`src/rtl/float_multi_pkg.sv`:
```
// float_multi_pkg
// Shared FP16 (IEEE-754 binary16) format constants and the packed operand
// view used by the float_multi datapath.
package float_multi_pkg;

  localparam int EXP_W   = 5;
  localparam int FRAC_W  = 10;
  localparam int BIAS    = 15;
  localparam int EXP_MAX = 31;

  localparam logic [15:0] QNAN    = 16'h7E00;
  localparam logic [15:0] POS_INF = 16'h7C00;

  typedef struct packed {
    logic              sign;
    logic [EXP_W-1:0]  exp;
    logic [FRAC_W-1:0] frac;
  } fp16_t;

endpackage

```
`src/rtl/fp16_lzc11.sv`:
```
// fp16_lzc11
// 11-bit leading-zero counter, used to normalise subnormal FP16 significands.
// Ports:
//   in_i  [10:0]  significand {hidden, frac}
//   cnt_o [3:0]   number of leading zeros (11 when in_i is all zero)
module fp16_lzc11 (
  input  logic [10:0] in_i,
  output logic [3:0]  cnt_o
);

  // Ascending scan: the highest set bit is the last one to write cnt_o.
  always_comb begin
    cnt_o = 4'd11;
    for (int i = 0; i < 11; i++) begin
      if (in_i[i]) cnt_o = 4'(10 - i);
    end
  end

endmodule

```
`src/rtl/float_multi.sv`:
```
// float_multi
// FP16 multiplier, round-to-nearest-even, one output register stage
// (latency 1, one product per clock).
// Ports:
//   clk, rst_n          clock, async active-low reset (clears all outputs)
//   num1, num2 [15:0]   FP16 operands
//   result [15:0]       registered product
//   overflow            finite operands overflowed to +/-inf
//   zero                result magnitude is 0
//   nan                 result is the canonical quiet NaN
//   precision_lost      result is inexact
// Build option FLOAT_MULTI_SUBNORMAL_EN: when defined, subnormal operands and
// results are handled by gradual underflow; otherwise subnormal operands are
// treated as zero and results below 2^-14 flush to zero.
module float_multi
  import float_multi_pkg::*;
(
  input  logic        clk,
  input  logic        rst_n,
  input  logic [15:0] num1,
  input  logic [15:0] num2,
  output logic [15:0] result,
  output logic        overflow,
  output logic        zero,
  output logic        nan,
  output logic        precision_lost
);

  localparam logic signed [7:0] BIAS_S = 8'(BIAS);
  localparam logic signed [7:0] EMIN_S = 8'(1 - BIAS);

  fp16_t a, b;
  assign a = num1;
  assign b = num2;

  logic a_nan, b_nan, a_inf, b_inf, a_zero, b_zero, sign;
  assign a_nan = (a.exp == 5'(EXP_MAX)) && (a.frac != '0);
  assign b_nan = (b.exp == 5'(EXP_MAX)) && (b.frac != '0);
  assign a_inf = (a.exp == 5'(EXP_MAX)) && (a.frac == '0);
  assign b_inf = (b.exp == 5'(EXP_MAX)) && (b.frac == '0);
  assign sign  = a.sign ^ b.sign;

  // Significands always leave unpacking with bit 10 set (nonzero operands).
  logic [10:0]       sig_a, sig_b;
  logic signed [7:0] exp_a, exp_b;

`ifdef FLOAT_MULTI_SUBNORMAL_EN
  logic [3:0] lz_a, lz_b;

  fp16_lzc11 u_lzc_a (.in_i({a.exp != '0, a.frac}), .cnt_o(lz_a));
  fp16_lzc11 u_lzc_b (.in_i({b.exp != '0, b.frac}), .cnt_o(lz_b));

  assign a_zero = (a.exp == '0) && (a.frac == '0);
  assign b_zero = (b.exp == '0) && (b.frac == '0);
  assign sig_a  = {a.exp != '0, a.frac} << lz_a;
  assign sig_b  = {b.exp != '0, b.frac} << lz_b;
  assign exp_a  = (a.exp == '0) ? EMIN_S - $signed({4'b0, lz_a})
                                : $signed({3'b0, a.exp}) - BIAS_S;
  assign exp_b  = (b.exp == '0) ? EMIN_S - $signed({4'b0, lz_b})
                                : $signed({3'b0, b.exp}) - BIAS_S;
`else
  assign a_zero = (a.exp == '0);
  assign b_zero = (b.exp == '0);
  assign sig_a  = {1'b1, a.frac};
  assign sig_b  = {1'b1, b.frac};
  assign exp_a  = $signed({3'b0, a.exp}) - BIAS_S;
  assign exp_b  = $signed({3'b0, b.exp}) - BIAS_S;
`endif

  logic [21:0]       prod, m22;
  logic signed [7:0] be;

  assign prod = sig_a * sig_b;
  // Leading one lands in bit 21: [20:11] fraction, [10] guard, [9] round, rest sticky.
  assign m22  = prod[21] ? prod : {prod[20:0], 1'b0};
  assign be   = exp_a + exp_b + BIAS_S + $signed({7'b0, prod[21]});

  logic [21:0] m_den;
  logic        sticky_x;
  logic [6:0]  exp_base;
  logic        uf_flush;

`ifdef FLOAT_MULTI_SUBNORMAL_EN
  logic signed [7:0] diff;
  logic [4:0]        shamt;
  logic [43:0]       shifted;

  // Denormalise into subnormal range; shifts of 23+ leave only sticky.
  assign diff     = 8'sd1 - be;
  assign shamt    = (diff > 8'sd23) ? 5'd23 : diff[4:0];
  assign shifted  = {m22, 22'b0} >> shamt;
  assign uf_flush = 1'b0;

  always_comb begin
    if (be <= 8'sd0) begin
      m_den    = shifted[43:22];
      sticky_x = |shifted[21:0];
      exp_base = 7'd0;
    end else begin
      m_den    = m22;
      sticky_x = 1'b0;
      exp_base = 7'(be - 8'sd1);
    end
  end
`else
  assign m_den    = m22;
  assign sticky_x = 1'b0;
  assign exp_base = 7'(be - 8'sd1);
  assign uf_flush = (be <= 8'sd0);
`endif

  logic        g_bit, r_bit, s_bit, rnd_up, inexact;
  logic [16:0] enc;

  assign g_bit   = m_den[10];
  assign r_bit   = m_den[9];
  assign s_bit   = (|m_den[8:0]) | sticky_x;
  assign rnd_up  = g_bit & (r_bit | s_bit | m_den[11]);
  assign inexact = g_bit | r_bit | s_bit;
  // Adding the full significand (hidden bit included) onto exp_base lets the
  // hidden bit, mantissa carry-out and subnormal->normal promotion all ripple
  // into the exponent field.
  assign enc = {exp_base, 10'b0} + {6'b0, m_den[21:11]} + 17'(rnd_up);

  logic [15:0] result_d, result_q;
  logic        ovf_d, ovf_q, zero_d, zero_q, nan_d, nan_q, pl_d, pl_q;

  always_comb begin
    result_d = '0;
    ovf_d    = 1'b0;
    zero_d   = 1'b0;
    nan_d    = 1'b0;
    pl_d     = 1'b0;
    if (a_nan || b_nan || (a_inf && b_zero) || (b_inf && a_zero)) begin
      result_d = QNAN;
      nan_d    = 1'b1;
    end else if (a_inf || b_inf) begin
      result_d = {sign, POS_INF[14:0]};
    end else if (a_zero || b_zero) begin
      result_d = {sign, 15'b0};
      zero_d   = 1'b1;
    end else if (uf_flush) begin
      result_d = {sign, 15'b0};
      zero_d   = 1'b1;
      pl_d     = 1'b1;
    end else if (enc[16:10] >= 7'(EXP_MAX)) begin
      result_d = {sign, POS_INF[14:0]};
      ovf_d    = 1'b1;
      pl_d     = 1'b1;
    end else begin
      result_d = {sign, enc[14:0]};
      zero_d   = (enc[14:0] == '0);
      pl_d     = inexact;
    end
  end

  always_ff @(posedge clk or negedge rst_n) begin
    if (!rst_n) begin
      result_q <= '0;
      ovf_q    <= 1'b0;
      zero_q   <= 1'b0;
      nan_q    <= 1'b0;
      pl_q     <= 1'b0;
    end else begin
      result_q <= result_d;
      ovf_q    <= ovf_d;
      zero_q   <= zero_d;
      nan_q    <= nan_d;
      pl_q     <= pl_d;
    end
  end

  assign result         = result_q;
  assign overflow       = ovf_q;
  assign zero           = zero_q;
  assign nan            = nan_q;
  assign precision_lost = pl_q;

endmodule

```
`config.mk`:
```
export PLATFORM = sky130hd
export DESIGN_NAME = float_multi
export DESIGN_NICKNAME = d
export VERILOG_FILES = /design/src/rtl/float_multi_pkg.sv /design/src/rtl/fp16_lzc11.sv /design/src/rtl/float_multi.sv
export SDC_FILE = /design/constraint.sdc
export NUM_CORES = 1
export LEC_CHECK = 0
export ABC_AREA = 1
export CELL_PAD_IN_SITES_DETAIL_PLACEMENT = 1
export CELL_PAD_IN_SITES_GLOBAL_PLACEMENT = 2
export CORE_MARGIN = 5
export CORE_UTILIZATION = 30
export DETAILED_ROUTE_END_ITERATION = 8
export GPL_TIMING_DRIVEN = 0
export PLACE_DENSITY_LB_ADDON = 0.08
export SLEW_MARGIN = 30
export SYNTH_ARGS = -nofsm -noshare
export SYNTH_HDL_FRONTEND = slang
export SYNTH_SLANG_ARGS = --single-unit
```
`constraint.sdc`:
```
create_clock -name clk -period 0.8 [get_ports clk]
set_input_delay 0.12 -clock clk [delete_from_list [all_inputs] [get_ports clk]]
set_output_delay 0.12 -clock clk [all_outputs]
set_load 0.005 [all_outputs]
```
; ---- After elaboration in Yosys (flattened, before gate mapping)
; Cells that the tools add are included.
[op_classes]
addsub = 8
multipliers = 1
order_cmp = 2
n_eq_ne = 2
muxes = 22
bitwise = 6
reduce_logical = 19
[op_table]
columns = operator, n
row1 = 15-bit two-way mux, 4
row2 = 11-bit by 11-bit multiplier with 22-bit output, 1
row3 = 22-bit two-way mux, 1
row4 = 10-bit zero test, 2
row5 = 10-bit nonzero test, 2
row6 = 17-bit by 1-bit adder with 17-bit output, 1
row7 = 17-bit by 11-bit adder with 17-bit output, 1
row8 = 1-bit two-way mux, 16
row9 = 16-bit two-way mux, 1
row10 = 15-bit zero test, 1
row11 = 5-bit by 4-bit subtractor with 6-bit output (second input constant), 2
row12 = 5-bit equality test (second input constant), 2
row13 = 5-bit zero test, 2
row14 = 9-bit OR reduction, 1
row15 = 7-bit by 5-bit adder with 8-bit output (second input constant), 1
row16 = 8-bit by 2-bit adder with 8-bit output, 1
row17 = 8-bit by 1-bit <= comparator with 1-bit output (second input constant), 1
row18 = 6-bit by 6-bit adder with 7-bit output, 1
row19 = 7-bit by 5-bit greater-or-equal comparator with 1-bit output (second input constant), 1
row20 = 7-bit by 2-bit subtractor with 7-bit output (second input constant), 1
row21 = 1-bit logical AND, 6
row22 = 1-bit logical OR, 5
row23 = 1-bit bitwise OR, 4
row24 = 1-bit bitwise AND, 1
row25 = 1-bit XOR, 1
[word_totals]
regBits = 20
input_bits = 34
output_inout_bits = 20
word_cells = 65

; ---- Depth between registers and ports, before layout
; Gate-level depths: netlist of the first run.
[depth]
depth_word = 13
depth_mapped = 47
depth_no_buf = 45

; ---- Worst setup path after synthesis of the first run
; OpenSTA, ideal clock, no wires.
[synth_path]
kind = in2reg
start = in num1[2]
end = reg result_q[0], in the netlist result[0]
setup_time_ns = 0.073
arrival_ns = 6.865
required_ns = 0.727
setup_slack_ns = -6.137
path_stages = 43
path_buffers = 2
path_cell_list = clkbuf_1 > inv_1 > fa_1 > inv_1 > fa_1 > fa_1 > fa_1 > inv_1 > fa_1 > inv_1 > ha_1 > nand2_2 > inv_1 > nand2_1 > nand2_1 > inv_2 > nand3_2 > nand2_2 > [7 not listed] > fa_1 > inv_1 > ha_1 > nor2_1 > inv_1 > nor2_1 > nand2_1 > nor2_1 > nand2_1 > nand2_1 > nand2_1 > nand2_1 > nor2_1 > nand2_1 > nand2_4 > inv_4 > nand3_4 > nor2_2
[synth_between]
elab_chain_cells = 13
word_cells_on_any_way = 26
classes_between = 4 x add/sub / 1 x mul / 2 x order compare / 6 x mux / 3 x bitwise / 10 x reduce/logical
[synth_lines]
columns = element, line
row1 = from (decl), float_multi.sv:20  ; input logic [15:0] num1,
row2 = "parallel branches: the longest is 12 deep, another holds 11-bit by 11-bit multiplier with 22-bit output", -
row3 = 16-bit two-way mux (*), float_multi.sv:134  ; if (a_nan || b_nan || (a_inf && b_zero) || (b_inf && a_zero)) begin
row4 = net result_d[0], float_multi.sv:125  ; logic [15:0] result_d, result_q;
row5 = to (signal assigned), float_multi.sv:165  ; result_q <= result_d;
row6 = to (decl), float_multi.sv:125
; Mark *: on every way through the listed nets, which the timed path passes.

; ---- Worst setup path in the final report of the first run
[layout_path]
start = in num2[7]
end = reg result_q[8], in the netlist result[8]
[layout_between]
elab_chain_cells = 13
word_cells_on_any_way = 26
classes_between = 4 x add/sub / 1 x mul / 2 x order compare / 6 x mux / 3 x bitwise / 10 x reduce/logical
[layout_lines]
columns = element, line
row1 = from (decl), float_multi.sv:21  ; input logic [15:0] num2,
row2 = "parallel branches: the longest is 12 deep, another holds 11-bit by 11-bit multiplier with 22-bit output", -
row3 = 16-bit two-way mux (*), float_multi.sv:134
row4 = net result_d[8], float_multi.sv:125
; Marked as above.

==> flow_summary_export.csv, run 1 <==
group,metric,value,unit
status,outcome,"finished, violations left",
status,violated_checks,"hold timing, setup timing",
setup_path,cp.buffers_inverters,14,
logic_synthesis,synth_mux_area_share,0,%
die,fp.dieH,162,microns
sta,worst_pin_slew,872,ps
clock_tree,cts-htree-levels,1,
logic_synthesis,syn-num-nets,1238,
finish,antenna_cells_inserted,0,
logic_synthesis,synthAdderAreaFrac,38.2,%
sta,slew_viol_final,0,
sta,layout_worst_path_cycle_share,826,%
clock_tree,cts-buffers-inserted,3,
global_routing,track_usage,17.4,%
finish,stdcell_area,9550,sq um
hold_path,hold_path_class,"primary input to asynchronous set/reset pin",
global_routing,globalRoute.totalOverflow,0,
placed_design,dpl-instance-area,8190,sq um
logic_synthesis,synth_compound_area_share,2.72,%
drt,route.detailed.wl_per_inst,15.0,microns
finish,n_fill_cell,2874,
logic_synthesis,most_repeated_cell_in_the_gate_level_netlist_after_synthesis,"sky130_fd_sc_hd__nand2_1",
setup_path,startpoint_type,"primary input",
sta,setup-violations-final,40,
sta,setup_slack,-5810,ps
logic_synthesis,synth_seq_area_share,7.25,%
setup_path,timing.critical_path.to_type,"register",
finish,layout.nets,1383,
finish,layout-drive-gt1-share,27.8,%
logic_synthesis,ys_dominant_reg_cell,"sky130_fd_sc_hd__dfrtp_1",
sta,finalWorstPathRequiredPeriod,6610,ps
global_routing,grt_pass1_wl,37000,microns
logic_synthesis,cell_types_with_the_largest_area_share_after_synthesis,"sky130_fd_sc_hd__fa_1 24%, sky130_fd_sc_hd__nand2_1 18%, sky130_fd_sc_hd__inv_1 15%",
logic_synthesis,largest_family_of_logic_cells_by_synthesized_area,"adder cells",
setup_path,crit_slowest_cell,"sky130_fd_sc_hd__fa_2",
setup_path,timing.critical_path.fanout_max,7,
global_routing,number_of_antenna_violations_at_the_first_check_in_global_routing,0,
drt,firstDrtPassIters,4,
logic_synthesis,synth_async_sr_flop_share,100,%
setup_path,critPathArrivalTime,6750,ps
sta,max_slew_margin,41.6,%
clock_tree,cts-hold-fix-buffers,0,
sta,fmax,151,MHz
drt,post-route-drc-count,0,
clock_tree,clock_sinks,20,
logic_synthesis,synthesis.instances,1042,
setup_path,crit_family,"adder cells",
setup_path,crit_path_max_incr_delay,600,ps
placed_design,hpwl,17200,microns
global_routing,via_count_of_the_first_global_routing_pass,7160,
finish,area.growth.synth_to_final,38.4,%
clock_tree,clockBufferDepth,2,
sta,timing_hold_violations_final,20,
clock_tree,tritoncts,"built",
die,die_w,162,microns
drt,route.antenna.remaining_nets,0,
placed_design,io_buffer_count,53,
die,core-area,22600,sq um
die,io_pins,54,
placed_design,place.gp.congestion,0.768,
die,initial_utilization,30.5,%
logic_synthesis,post_synth_edffs,0,
die,dieArea,26100,sq um
global_routing,grt_start_max_net_pins,21,
drt,drt_wl_total,22000,microns
flow_run,max_cap_viol_count,0,
sta,rsz0062_at_grt,"true",
clock_tree,worst_setup_hold_path_clk_slew,60,ps
setup_path,criticalPathCategory,"primary input to register",
logic_synthesis,synth_commonest_cells,"323 x sky130_fd_sc_hd__nand2_1, 272 x sky130_fd_sc_hd__inv_1, 81 x sky130_fd_sc_hd__fa_1, 81 x sky130_fd_sc_hd__ha_1, 56 x sky130_fd_sc_hd__nand3_1",
clock_tree,root_buffer,"sky130_fd_sc_hd__clkbuf_16",
logic_synthesis,mappedNetlistArea,6900,sq um
drt,avgViaCountPerCell,4.47,
logic_synthesis,area_leader_netlist,"sky130_fd_sc_hd__fa_1",
sta,timing.hold.ws,-197,ps
logic_synthesis,synth_top_area_share,23.5,%
die,num_rows,55,
setup_path,worst_ep_required_time,950,ps
logic_synthesis,synthSimpleGateAreaFrac,32.7,%
logic_synthesis,ys_types,36,
logic_synthesis,synthesis.yosys.warnings,0,
drt,vias,6570,
logic_synthesis,total_of_flip_flops_plus_latches_after_synthesis,20,
logic_synthesis,syn_area_per_cell,6.62,sq um
drt,drt_iter0_drc,215,
logic_synthesis,synth-xor-area-share,2.77,%
## final cells by class
class                           count  area (sq um)  share of cell area, %
Buffer                             21           352                   3.68
Clock buffer                        4          88.8                  0.931
Inverter                          278          1060                   11.1
Multi-Input combinational cell    724          5980                   62.6
Sequential cell                    20           500                   5.24
Tap cell                          285           357                   3.74
Timing Repair Buffer              139          1210                   12.7
## cells by family after synthesis
group | Yosys count
adders and majority gates | 162
and+or+nand+nor | 507
DFF | 20
AOI/OAI and AO/OA | 33
xor gates and xnor gates | 21
buffers and inverters | 299
## state kept, by name (all words and copies together) (netlist names)
register	cells
zero	1
overflow	1
precision_lost	1
result	16
nan	1
## metrics by stage
step                      worst slack, ps  setup TNS, ps  utilization [%]  instances
final                               -5810        -106370             42.2       1471
after detailed placement            -7170        -142210             36.2       1380
after global routing                -6140        -113000             42.2       1471
after CTS                           -5910        -107940             39.9       1455
after global placement              -7090        -139740             36.2       1380
after floorplan                     -5630        -100220                -       1042
## metal layers
| metal | routed length, microns | GRT usage, % | vias to the layer above |
|---|---|---|---|
| met4 | 42 | 0.500 | 0 |
| li1 | - | - | 3355 |
| met2 | 10300 | 28.9 | 69 |
| met1 | 10900 | 26.1 | 3140 |
| met5 | 0 | 0 | - |
| met3 | 772 | 1.76 | 6 |
## cell usage in the layout (no fill, tap or decap), drive strengths merged, types with 17 or more instances in the layout
master and n:
nand2 344, inv 278, buf 133, fa 81, ha 81, nor2 68
nand3 65, dfrtp 20, a21oi 20, clkbuf 17
## worst max path at each step
stage | from | end | depth (start not counted)
6_report | num2[7] | result[8] | 44
5_1_grt | num2[7] | result[8] | 43
4_1_cts | num1[2] | result[6] | 48
3_5_place_dp | num1[3] | result[1] | 46
3_3_place_gp | num1[3] | result[1] | 46
2_1_floorplan | num2[9] | result[0] | 47
## repair_timing
item	4_1_cts	5_1_grt
gates resized for setup	239	117
buffers inserted	65	16
setup endpoints to repair	60	40
pin swaps	57	62
cloned	6	0
endpoints found under the hold margin	0	20
Power of run 1 is not shown: default switching activity piles up to over one toggle a cycle in this logic, so the estimate is an artifact.
==> run 2: changes to the inputs <==
SKIP_LAST_GASP = 1   (was default)
SLEW_MARGIN = 20   (was 30)
==> flow_summary_export.csv, run 2 (synthesis results as in run 1) <==
group,metric,value,unit
finish,multiInputGateArea,5980,sq um
global_routing,grt_start_max_net_pins,21,
finish,layout.nets,1383,
hold_path,hold_path_class,"primary input to asynchronous set/reset pin",
die,io_pins,54,
sta,max_slew_margin,41.5,%
status,violated_checks,"hold timing, setup timing",
sta,setup-violations-final,40,
finish,area.growth.synth_to_final,38.4,%
finish,n_fill_cell,2874,
clock_tree,worst_setup_hold_path_clk_slew,60,ps
finish,final_cell_mix,"278 x sky130_fd_sc_hd__nand2_1, 246 x sky130_fd_sc_hd__inv_1, 75 x sky130_fd_sc_hd__fa_1, 74 x sky130_fd_sc_hd__buf_4, 60 x sky130_fd_sc_hd__ha_1",
sta,rsz0062_at_grt,"true",
finish,antenna_cells_inserted,0,
finish,post-route-util,42.2,%
finish,final_common_cell,"sky130_fd_sc_hd__nand2_1",
global_routing,via_count_of_the_first_global_routing_pass,7160,
placed_design,io_buffer_count,53,
finish,largest_reg_flops,16,
sta,worst_pin_slew,874,ps
finish,instances_no_fill,1471,
drt,firstDrtPassIters,4,
setup_path,worst_ep_required_time,950,ps
placed_design,numPlacedInstances,1380,
sta,slew_viol_final,0,
drt,drt_iter0_drc,206,
placed_design,hpwl,17200,microns
drt,avgViaCountPerCell,4.47,
clock_tree,clock_sinks,20,
setup_path,cp-endpoint,"result[8]",
sta,timing_hold_violations_final,20,
placed_design,place.gp.congestion,0.768,
die,fp.dieH,162,microns
drt,drt_wl_total,22000,microns
global_routing,grt_pass1_wl,37000,microns
flow_run,max_cap_viol_count,0,
die,core-area,22600,sq um
setup_path,critical_path_cell_count,44,
sta,fmax,151,MHz
drt,route.detailed.wl_per_inst,15.0,microns
setup_path,crit_path_max_incr_delay,600,ps
setup_path,cp.buffers_inverters,14,
drt,route.antenna.remaining_nets,0,
placed_design,place_worst_setup_slack,-7170,ps
clock_tree,tritoncts,"built",
setup_path,crit_path_start,"num2[7]",
clock_tree,cts-hold-fix-buffers,0,
setup_path,crit_slowest_cell,"sky130_fd_sc_hd__fa_2",
setup_path,crit_family,"adder cells",
setup_path,timing.critical_path.fanout_max,7,
sta,timing.hold.ws,-183,ps
finish,layout-drive-gt1-share,27.7,%
global_routing,globalRoute.totalOverflow,0,
sta,layout_worst_path_cycle_share,826,%
status,outcome,"finished, violations left",
clock_tree,root_buffer,"sky130_fd_sc_hd__clkbuf_16",
sta,finalWorstPathRequiredPeriod,6610,ps
die,die_w,162,microns
setup_path,critPathArrivalTime,6760,ps
clock_tree,cts-buffers-inserted,3,
die,initial_utilization,30.5,%
finish,ff_latch_area,500,sq um
clock_tree,cts-htree-levels,1,
die,num_rows,55,
global_routing,number_of_antenna_violations_at_the_first_check_in_global_routing,0,
setup_path,criticalPathCategory,"primary input to register",
drt,post-route-drc-count,0,
setup_path,timing.critical_path.to_type,"register",
drt,vias,6574,
setup_path,startpoint_type,"primary input",
die,dieArea,26100,sq um
clock_tree,clockBufferDepth,2,
global_routing,track_usage,17.4,%
sta,setup_slack,-5810,ps
-- run 2: cell types whose count changed in the layout (fill, tap and decap cells not counted) --
cell                       change
sky130_fd_sc_hd__buf_2         -1
sky130_fd_sc_hd__clkbuf_2      +1
sky130_fd_sc_hd__inv_1         +1
sky130_fd_sc_hd__inv_2         -1
sky130_fd_sc_hd__o21ai_0       +1
sky130_fd_sc_hd__o21ai_1       -1
-- run 2: final cells by class --
type / instances / area share, %
Sequential cell: 20 / 5.24
Buffer: 21 / 3.68
Tap cell: 285 / 3.74
Multi-Input combinational cell: 724 / 62.6
Timing Repair Buffer: 139 / 12.7
Clock buffer: 4 / 0.931
Inverter: 278 / 11.1
-- run 2: what timing repair did --
item,CTS,global route
pin swaps,57,61
setup endpoints to repair,60,60
resized for setup,239,117
gates cloned,6,0
buffers inserted,65,16
endpoints found under the hold margin,0,20
-- run 2: through the flow --
| stage | TNS (ps) | area (sq um) |
|---|---|---|
| after CTS | -107940 | 9030 |
| after global routing | -113080 | 9550 |
| after floorplan | -100220 | 7310 |
| after detailed placement | -142210 | 8190 |
| after global placement | -139740 | 8190 |
| final | -106450 | 9550 |
-- run 2: worst min-delay path by stage --
stage                from         to  slack (ps)  depth (start not counted)
finish              rst_n  result[3]        -180                          1
global route        rst_n  result[3]        -120                          1
CTS                 rst_n  result[2]         140                          1
detailed placement  rst_n  result[2]         680                          1
global placement    rst_n  result[0]         660                          1
floorplan           rst_n        nan        -180                          0
-- run 2: metal layers --
metal	up-vias	part of all wire (%)	track usage (%)	wire length (microns)
met5	-	0	0	0
met4	0	0.19	0.500	42
met3	6	2.9	1.76	641
met2	58	46	28.9	10200
met1	3155	50	26.1	11100
li1	3355	-	-	-
Power of run 2 is left out for the same reason.
